## config.mk

```make
export PLATFORM = sky130hd
export DESIGN_NAME = eth_rx_parser
export DESIGN_NICKNAME = d
export VERILOG_FILES = /design/src/rtl/eth_rx_parser.sv
export SDC_FILE = /design/constraint.sdc
export NUM_CORES = 1
export LEC_CHECK = 0
export CORE_MARGIN = 4
export CORE_UTILIZATION = 35
export CTS_CLUSTER_DIAMETER = 200
export DETAILED_ROUTE_END_ITERATION = 10
export GPL_TIMING_DRIVEN = 0
export SLEW_MARGIN = 10
export SYNTH_ARGS = -nofsm -noshare
export SYNTH_HDL_FRONTEND = slang
export SYNTH_SLANG_ARGS = --single-unit
```

## constraint.sdc

```tcl
create_clock -name clk -period 2.5 [get_ports clk]
set_input_delay 0.25 -clock clk [delete_from_list [all_inputs] [get_ports clk]]
set_output_delay 0.25 -clock clk [all_outputs]
set_load 0.03 [all_outputs]
```

## src/rtl/eth_rx_parser.sv

```systemverilog
// rtl/eth_rx_parser.sv - Ethernet/IPv4/UDP receive parser with address filtering and FCS check

package eth_types_pkg;

    typedef enum logic [2:0] {
        IDLE,
        ETH_HEADER,
        IP_HEADER,
        UDP_HEADER,
        PAYLOAD,
        FCS
    } eth_states;

    typedef struct packed {
        logic [47:0] dest_mac;
        logic [47:0] src_mac;
        logic [15:0] ethertype;
    } frame_header;

    // Only the IPv4 fields the parser filters on or reports are kept.
    typedef struct packed {
        logic [3:0]  version;
        logic [3:0]  header_len;
        logic [7:0]  protocol;
        logic [31:0] src_ip;
        logic [31:0] dest_ip;
    } ip_header;

    // The UDP checksum is never inspected, so it is not captured.
    typedef struct packed {
        logic [15:0] src_port;
        logic [15:0] dest_port;
        logic [15:0] length;
    } udp_header;

    // Reflected CRC-32 (poly 0xEDB88320), one byte, LSB first.
    function automatic logic [31:0] crc32_byte(input logic [31:0] crc_in, input logic [7:0] data);
        logic [31:0] c;
        c = crc_in;
        for (int i = 0; i < 8; i++) begin
            c = (c[0] ^ data[i]) ? ((c >> 1) ^ 32'hEDB88320) : (c >> 1);
        end
        return c;
    endfunction

endpackage

module eth_rx_parser
    import eth_types_pkg::*;
#(
    parameter logic [47:0] LOCAL_MAC  = 48'h02_00_00_00_00_01,
    parameter logic [31:0] LOCAL_IP   = 32'hC0A8_0164,
    parameter logic [15:0] LOCAL_PORT = 16'd5000
) (
    input  logic        clk,
    input  logic        rst_n,
    input  logic        rx_active,
    input  logic        rx_valid,
    input  logic [7:0]  rx_data,
    output logic        payload_valid,
    output logic [7:0]  payload_data,
    output logic        payload_last,
    output logic        frame_done,
    output logic        frame_ok,
    output logic [47:0] src_mac,
    output logic [31:0] src_ip,
    output logic [15:0] src_port,
    output logic [15:0] payload_len
);

    localparam logic [31:0] CRC_RESIDUE = 32'hDEBB20E3;

    eth_states   state, state_next;
    logic        armed, armed_next;
    logic [4:0]  cnt;
    logic [15:0] pay_cnt;
    logic [3:0]  fcs_cnt;
    logic [31:0] crc;
    frame_header eth_hdr;
    ip_header    ip_hdr;
    udp_header   udp_hdr;
    logic        byte_ok, filter_fail, header_end, latch_hdr, end_frame, pay_last_byte;

    assign byte_ok       = rx_active & rx_valid;
    assign pay_last_byte = (pay_cnt + 16'd1) == payload_len;

    // Filters look at captured fields once every byte of the field has been accepted.
    always_comb begin
        filter_fail = 1'b0;
        case (state)
            ETH_HEADER: filter_fail = (cnt >= 5'd6) && (eth_hdr.dest_mac != LOCAL_MAC) && (eth_hdr.dest_mac != '1);
            IP_HEADER:  filter_fail = (eth_hdr.ethertype != 16'h0800)
                                   || ((cnt >= 5'd1) && ((ip_hdr.version != 4'd4) || (ip_hdr.header_len != 4'd5)))
                                   || ((cnt >= 5'd10) && (ip_hdr.protocol != 8'd17));
            UDP_HEADER: filter_fail = (ip_hdr.dest_ip != LOCAL_IP)
                                   || ((cnt >= 5'd4) && (udp_hdr.dest_port != LOCAL_PORT))
                                   || ((cnt >= 5'd6) && (udp_hdr.length < 16'd8));
            default:    filter_fail = 1'b0;
        endcase
    end

    // Next-state logic: arming, header sequencing, filter aborts and frame end.
    always_comb begin
        state_next = state;
        armed_next = armed;
        header_end = 1'b0;
        latch_hdr  = 1'b0;
        end_frame  = 1'b0;
        case (state)
            IDLE: begin
                if (!rx_active) begin
                    armed_next = 1'b1;
                end else if (armed && rx_valid && (rx_data == 8'hD5)) begin
                    state_next = ETH_HEADER;
                    armed_next = 1'b0;
                end
            end
            ETH_HEADER, IP_HEADER, UDP_HEADER: begin
                if (!rx_active) begin
                    state_next = IDLE;
                    armed_next = 1'b1;
                end else if (filter_fail) begin
                    state_next = IDLE;
                    armed_next = 1'b0;
                end else if (rx_valid) begin
                    if (state == ETH_HEADER && cnt == 5'd13) begin
                        header_end = 1'b1;
                        state_next = IP_HEADER;
                    end else if (state == IP_HEADER && cnt == 5'd19) begin
                        header_end = 1'b1;
                        state_next = UDP_HEADER;
                    end else if (state == UDP_HEADER && cnt == 5'd7) begin
                        header_end = 1'b1;
                        latch_hdr  = 1'b1;
                        state_next = (udp_hdr.length == 16'd8) ? FCS : PAYLOAD;
                    end
                end
            end
            PAYLOAD: begin
                if (!rx_active) begin
                    state_next = IDLE;
                    armed_next = 1'b1;
                    end_frame  = 1'b1;
                end else if (rx_valid && pay_last_byte) begin
                    state_next = FCS;
                end
            end
            FCS: begin
                if (!rx_active) begin
                    state_next = IDLE;
                    armed_next = 1'b1;
                    end_frame  = 1'b1;
                end
            end
            default: begin
                state_next = IDLE;
                armed_next = 1'b0;
            end
        endcase
    end

    // State register and IDLE arm flag.
    always_ff @(posedge clk or negedge rst_n) begin
        if (!rst_n) begin
            state <= IDLE;
            armed <= 1'b0;
        end else begin
            state <= state_next;
            armed <= armed_next;
        end
    end

    // Datapath: CRC, counters, header capture, payload forwarding and frame status.
    always_ff @(posedge clk or negedge rst_n) begin
        if (!rst_n) begin
            cnt           <= '0;
            pay_cnt       <= '0;
            fcs_cnt       <= '0;
            crc           <= 32'hFFFFFFFF;
            eth_hdr       <= '0;
            ip_hdr        <= '0;
            udp_hdr       <= '0;
            payload_valid <= 1'b0;
            payload_data  <= '0;
            payload_last  <= 1'b0;
            frame_done    <= 1'b0;
            frame_ok      <= 1'b0;
            src_mac       <= '0;
            src_ip        <= '0;
            src_port      <= '0;
            payload_len   <= '0;
        end else begin
            payload_valid <= 1'b0;
            payload_last  <= 1'b0;
            frame_done    <= 1'b0;
            frame_ok      <= 1'b0;

            if (state == IDLE) begin
                if (state_next == ETH_HEADER) begin
                    crc <= 32'hFFFFFFFF;
                    cnt <= '0;
                end
            end else if (byte_ok) begin
                crc <= crc32_byte(crc, rx_data);
            end

            if (byte_ok) begin
                case (state)
                    ETH_HEADER: begin
                        cnt <= header_end ? 5'd0 : cnt + 5'd1;
                        if (cnt < 5'd6)       eth_hdr.dest_mac  <= {eth_hdr.dest_mac[39:0], rx_data};
                        else if (cnt < 5'd12) eth_hdr.src_mac   <= {eth_hdr.src_mac[39:0], rx_data};
                        else                  eth_hdr.ethertype <= {eth_hdr.ethertype[7:0], rx_data};
                    end
                    IP_HEADER: begin
                        cnt <= header_end ? 5'd0 : cnt + 5'd1;
                        if (cnt == 5'd0)      {ip_hdr.version, ip_hdr.header_len} <= rx_data;
                        if (cnt == 5'd9)      ip_hdr.protocol <= rx_data;
                        if (cnt >= 5'd12 && cnt < 5'd16) ip_hdr.src_ip  <= {ip_hdr.src_ip[23:0], rx_data};
                        if (cnt >= 5'd16)     ip_hdr.dest_ip <= {ip_hdr.dest_ip[23:0], rx_data};
                    end
                    UDP_HEADER: begin
                        cnt <= header_end ? 5'd0 : cnt + 5'd1;
                        if (cnt < 5'd2)       udp_hdr.src_port  <= {udp_hdr.src_port[7:0], rx_data};
                        else if (cnt < 5'd4)  udp_hdr.dest_port <= {udp_hdr.dest_port[7:0], rx_data};
                        else if (cnt < 5'd6)  udp_hdr.length    <= {udp_hdr.length[7:0], rx_data};
                    end
                    PAYLOAD: begin
                        payload_valid <= 1'b1;
                        payload_data  <= rx_data;
                        payload_last  <= pay_last_byte;
                        pay_cnt       <= pay_cnt + 16'd1;
                    end
                    FCS: begin
                        if (fcs_cnt != 4'd15) fcs_cnt <= fcs_cnt + 4'd1;
                    end
                    default: ;
                endcase
            end

            if (latch_hdr) begin
                src_mac     <= eth_hdr.src_mac;
                src_ip      <= ip_hdr.src_ip;
                src_port    <= udp_hdr.src_port;
                payload_len <= udp_hdr.length - 16'd8;
                pay_cnt     <= '0;
                fcs_cnt     <= '0;
            end

            if (end_frame) begin
                frame_done <= 1'b1;
                frame_ok   <= (state == FCS) && (fcs_cnt >= 4'd4) && (crc == CRC_RESIDUE);
            end
        end
    end

endmodule

```

Word-level counts from Yosys, hierarchy flattened

Index checks and enable logic that the tools add are counted.

Input port bits: 12
Word-level logic and storage cells: 199
Output and inout bits: 124
Bits in registers: 425

Order comparisons: 13
Multiplexer cells: 64
Add/sub/neg operators: 4
Reduce and logical (&&, ||, !) cells: 44
Equal/unequal tests: 27
Bitwise operators: 21

Operators with widths:

| kind                                                                                | count |
|---|---|
| 32-bit two-way mux                                                                  | 11 |
| 13-bit NOT with 14-bit output                                                       | 8 |
| 16-bit two-way mux                                                                  | 3 |
| 48-bit by 42-bit != test with 1-bit output, second input constant                   | 1 |
| 48-bit != test, second input constant                                               | 1 |
| 3-bit two-way mux                                                                   | 11 |
| 32-bit equality test, second input constant                                         | 1 |
| 32-bit != test, second input constant                                               | 1 |
| 1-bit two-way mux                                                                   | 27 |
| 5-bit two-way mux                                                                   | 5 |
| 3-bit AND reduction                                                                 | 8 |
| 16-bit by 1-bit adder with 16-bit output, second input constant                     | 1 |
| 16-bit equality test                                                                | 1 |
| 16-bit by 4-bit equality test with 1-bit output, second input constant              | 1 |
| 16-bit by 4-bit less-than comparator with 1-bit output, second input constant       | 1 |
| 4-bit two-way mux                                                                   | 4 |
| 16-bit by 12-bit != test with 1-bit output, second input constant                   | 1 |
| 16-bit by 13-bit != test with 1-bit output, second input constant                   | 1 |
| 16-bit by 4-bit subtractor with 16-bit output, second input constant                | 1 |
| 1-bit logical AND                                                                   | 15 |
| 3-bit one-hot mux with 4 select lines                                               | 1 |
| 4-bit AND reduction                                                                 | 3 |
| 5-bit by 4-bit equality test with 1-bit output, second input constant               | 2 |
| 5-bit by 3-bit greater-or-equal comparator with 1-bit output, second input constant | 2 |
| other kinds (35)                                                                    | 62 |

Depth between registers and ports, before layout

Depth in word-level cells: 18
Mapped depth: 12
Mapped depth without buffers: 9

Least setup slack after synthesis

No wires, ideal clock.

Kind: register -> register
Start: register pay_cnt[0]
End: register state[0]
Required time: 2.413 ns
Slack: 0.152 ns
Stages on the path, launching flop included: 9
Path buffers: 0
Period minus slack after synthesis: 2.348 ns
Data arrival time: 2.262 ns
Library setup time: 0.087 ns
Cell sequence: dfrtp_1 > ha_1 > and4_1 > nand4_1 > xnor2_1 > a2111oi_0 > nand4_1 > or4_1 > o211ai_1

Longest elaborated chain between the ends: 6

RTL lines:

| what                                     | RTL line | text |
|---|---|---|
| from (decl)                              | 76       | `logic [15:0] pay_cnt;` |
| from (signal assigned)                   | 232      | `pay_cnt <= pay_cnt + 16'd1;` |
| 16-bit by 1-bit adder with 16-bit output | 85       | `assign pay_last_byte = (pay_cnt + 16'd1) == payload_len;` |
| 16-bit equality test                     | 85       |  |
| 1-bit logical AND                        | 144      | `end else if (rx_valid && pay_last_byte) begin` |
| 3-bit two-way mux                        | 144      |  |
| 3-bit two-way mux                        | 140      | `if (!rx_active) begin` |
| 3-bit one-hot mux with 4 select lines    | 109      | `case (state)` |
| via state_next[0]                        | 73       | `eth_states state, state_next;` |
| to (signal assigned)                     | 168      | `state <= state_next;` |
| to (decl)                                | 73       |  |

The timed path passes the listed nets, and every way through them passes these cells.
A chain may end at the register's enable or synchronous reset.

Worst setup path after layout

Start: register eth_hdr[90] in the netlist's numbering
End: register src_port[15]

Longest elaborated chain between the ends: 7
Elaborated cells between the ends (all ways): 8
Those cells by class: eq/ne (2); mux (4); reduce/logical (2)

RTL lines:

| what                                       | RTL line | text |
|---|---|---|
| from (decl)                                | 79       | `frame_header eth_hdr;` |
| 48-bit by 42-bit != test with 1-bit output | 91       | `ETH_HEADER: filter_fail = (cnt >= 5'd6) && (eth_hdr.dest_mac != LOCAL_MAC) && (eth_hdr.dest_mac != '1);` |
| 1-bit logical AND                          | 91       |  |
| 1-bit logical AND *                        | 91       |  |
| 1-bit one-hot mux with 3 select lines *    | 90       | `case (state)` |
| 1-bit two-way mux *                        | 122      | `end else if (filter_fail) begin` |
| 1-bit two-way mux *                        | 119      | `if (!rx_active) begin` |
| 1-bit two-way mux *                        | 109      |  |
| to (signal assigned)                       | 244      | `src_port <= udp_hdr.src_port;` |
| to (decl)                                  | 67       | `output logic [15:0] src_port,` |

Mark *: on every way between the ends. The rest lies on a longest branch, timed or not.

==> reports/qor.txt <==
outcome: finished, violations left
failing checks: negative setup slack
starting density of the core: 0.356
clock share of power: 0.465
Post-synth EDFFs: 0
Cells after DPL: 2208
Core ar.: 51700 um2
TritonCTS Buffers: 45
Root Driver: clkbuf_16
DR vias/cell: 5.09
routed len/inst: 18.8 um
fin area: 23300 um2
# DRC: 0
Max Clock Skew: 0.0183 ns
final setup margin: -0.155 ns
post-route setup TNS: -6.09 ns
predominant post-synthesis flop cell: dfrtp_1
LEAKAGE: 11.0 nW
width of the die: 237 um
antenna violations before repair: 0
first-pass GRT wire length: 69900 um
RSZ-0062 raised after global routing: true
Clock Sinks: 425
critical path endpoint category: flip-flop
number of DRC markers in iteration 0: 762
CP max stage delay: 0.53 ns
diode count: 0
Final Max Slew Viols: 0
Final nets: 1632
VDD IR max: 0.400 mV
die height: 237 um
CP top delay family: simple AND/OR/NAND/NOR gates
Fmax: 377 MHz
GPL Wtd Cong: 0.876
Worst-Margin Slew: 0.996 ns
Via Count: 11800
crit share post-route: 1.06
die area: 56300 um2
CP startpoint: eth_hdr[90]
PortBufs: 134
pre-CTS WS: -0.822 ns
Total Routing Usage GR: 0.153
net switching power: 3.33 mW
layout cells sized above 1: 0.363
Final Setup Violations: 114
fin cells: 2326
worst-path cell chain: nor4_1, nand4_1, or4_4, nand4_1, nand3_4, buf_12, buf_12, buf_6, mux2_4
Post-DP Area: 20700 um2
Synth top area share: 0.534
final hold slack: 0.183 ns
CP Launch Type: flip-flop
vias in the first global route: 12200
Int Pwr: 11.3 mW
TritonCTS clock tree: done
Worst EP arrival: 3.10 ns
Layout area overhead: 26.4%
latest clock arrival within the worst-skew pair: 0.58 ns
largest net degree at the start of global routing: 113
Filler cells: 4625
Mapped Area: 18400 um2
Hold Fails Final Rpt: 0
Slew headroom: 0.336
Max FO, Critical Path: 6
Avg Synthesized Cell Area: 13.2 um2
highest metal used: met4
Net Sw Frac: 0.227
synthesized instance count: 1390
Power Total: 14.7 mW
Mapped Nets: 1409
HP Class: input pin to asynchronous set/reset pin
maximum clock insertion buffer count: 3
FP Rows: 83
M1 WL: 19300 um
Flop pwr share: 0.478
post-route minimum period: 2.66 ns
Finished Core Util: 0.450
P per Cell Area: 631 nW/um2
Post-synth ARST share: 1.00
kind of critical path: flip-flop to flip-flop
Synth area leaders: dfrtp_1 53%, mux2_2 20%, dfstp_2 4.6%, xnor2_1 3.1%, xor2_1 1.7%
RR Startpoint: eth_hdr[90]
Seq/Total Area, Yosys: 0.580
most area-hungry cell type in the Yosys netlist: dfrtp_1
DP Wirelength: 29300 um
Slowest cell on crit path: or4_4
maxcap violations: 0
GR Overflow Total: 0
H-Tree Depth: 2
Comb power frac: 0.058
Netlist cell types: 65
DR pass1 iterations: 5
YS warnings: 0
Post-DRT Antenna Nets: 0
clock slew at the register clock pins of the worst setup and hold paths: 0.06 ns
FF+latch count, synth: 425
Post-Route WL: 43800 um
met2 WL post-DR: 21200 um
crit path buf inv count: 3
critical path required time: 2.95 ns
routed wl met3: 1840 um
# IOs: 136
## synth_stat cells (5+ instances only)
cell	instances
o21ai_0	27
mux2_4	12
nor2_1	42
buf_2	25
a31oi_1	16
dfrtp_1	393
inv_1	12
nor4bb_1	6
xor2_1	36
nor2b_1	7
and2_1	5
clkbuf_1	41
nor4_1	29
ha_1	7
nand2_1	71
nand3_1	37
mux2_2	326
or3_1	9
nor4b_1	13
a21oi_1	33
nand4_1	30
and3_1	7
dfstp_2	32
xnor2_1	66
nor3_1	31
buf_1	7
## final cells by class
type / count / area [um2] / share of cell area
clock inverter: 15 / 205 / 0.00882
buffer: 74 / 490 / 0.0211
sequential: 425 / 10700 / 0.459
multi-input combinational: 875 / 7730 / 0.332
tap: 680 / 851 / 0.0366
clock buffer: 65 / 1310 / 0.0564
inverter: 13 / 52.6 / 0.00226
timing repair buffer: 179 / 1950 / 0.0836
## sequential cells by signal, summed over array words and instances (netlist names), 4 cells and up
register and flops:
udp_hdr 48, cnt 5, src_port 16, pay_cnt 16, crc 32, eth_hdr 112, src_mac 48, payload_data 8
payload_len 16, src_ip 32, ip_hdr 80, fcs_cnt 4
## what timing repair did
item	in CTS	in global routing
gates cloned	7	1
pin swaps	29	20
endpoints found under the setup margin	191	230
buffers inserted	23	13
hold endpoints to repair	54	0
hold buffers	1	0
resized for setup	113	54
## placed cells by master (no fill, tap or decap), types with 13 or more instances in the layout
master,instances
mux2_2,323
dfstp_2,32
o21ai_0,13
nor3_1,31
dfrtp_1,391
xnor2_1,64
clkbuf_16,47
nand2_1,67
clkbuf_1,35
a21oi_1,33
nor2_1,42
clkbuf_2,13
a31oi_1,16
nand4_1,30
nor4_1,17
buf_4,25
nand3_1,28
xor2_1,36
o21ai_1,14
buf_2,14
clkdlybuf4s50_1,133
mux2_4,16
## worst paths after layout
check | depth (start not counted) | end | slack (ns)
min in group clk | 3 | state[2] | 0.21
max reg2reg | 9 | src_port[15] | -0.16
min reg2reg | 2 | payload_data[5] | 0.49
min | 2 | udp_hdr[44] | 0.18
max in group asynchronous | 4 | src_ip[2] | 0.89
max | 9 | src_port[15] | -0.16
## per-layer routing
layer,GRT usage,up-vias
met4,0.0513,0
met5,0,-
met3,0.0270,84
met2,0.252,257
met1,0.207,6060
li1,-,5434
## worst reg2reg max path: stages (launching register included)
cell and delay, ns:
dfrtp_1 0.41, nor4_1 0.30, nand4_1 0.15, or4_4 0.53, nand4_1 0.23, nand3_4 0.18, buf_12 0.20, buf_12 0.13
buf_6 0.11, mux2_4 0.28
## kinds of logic after synthesis
family	share of synthesized area
compound gates	0.0324
xor+xnor	0.0548
fa+ha+maj	0.00476
buf+inv	0.0217
flops	0.580
mux	0.211
simple gates	0.0949
## power by group through the flow
stage	sequential [mW]	clock, mW	combinational (mW)
floorplan	7.13	0	0.498
global placement	7.14	0	0.809
detailed placement	7.13	0	0.833
CTS	7.01	7.00	0.844
global route	7.01	7.28	0.929
finish	7.01	6.82	0.847
(Power assumes the default switching activity.)
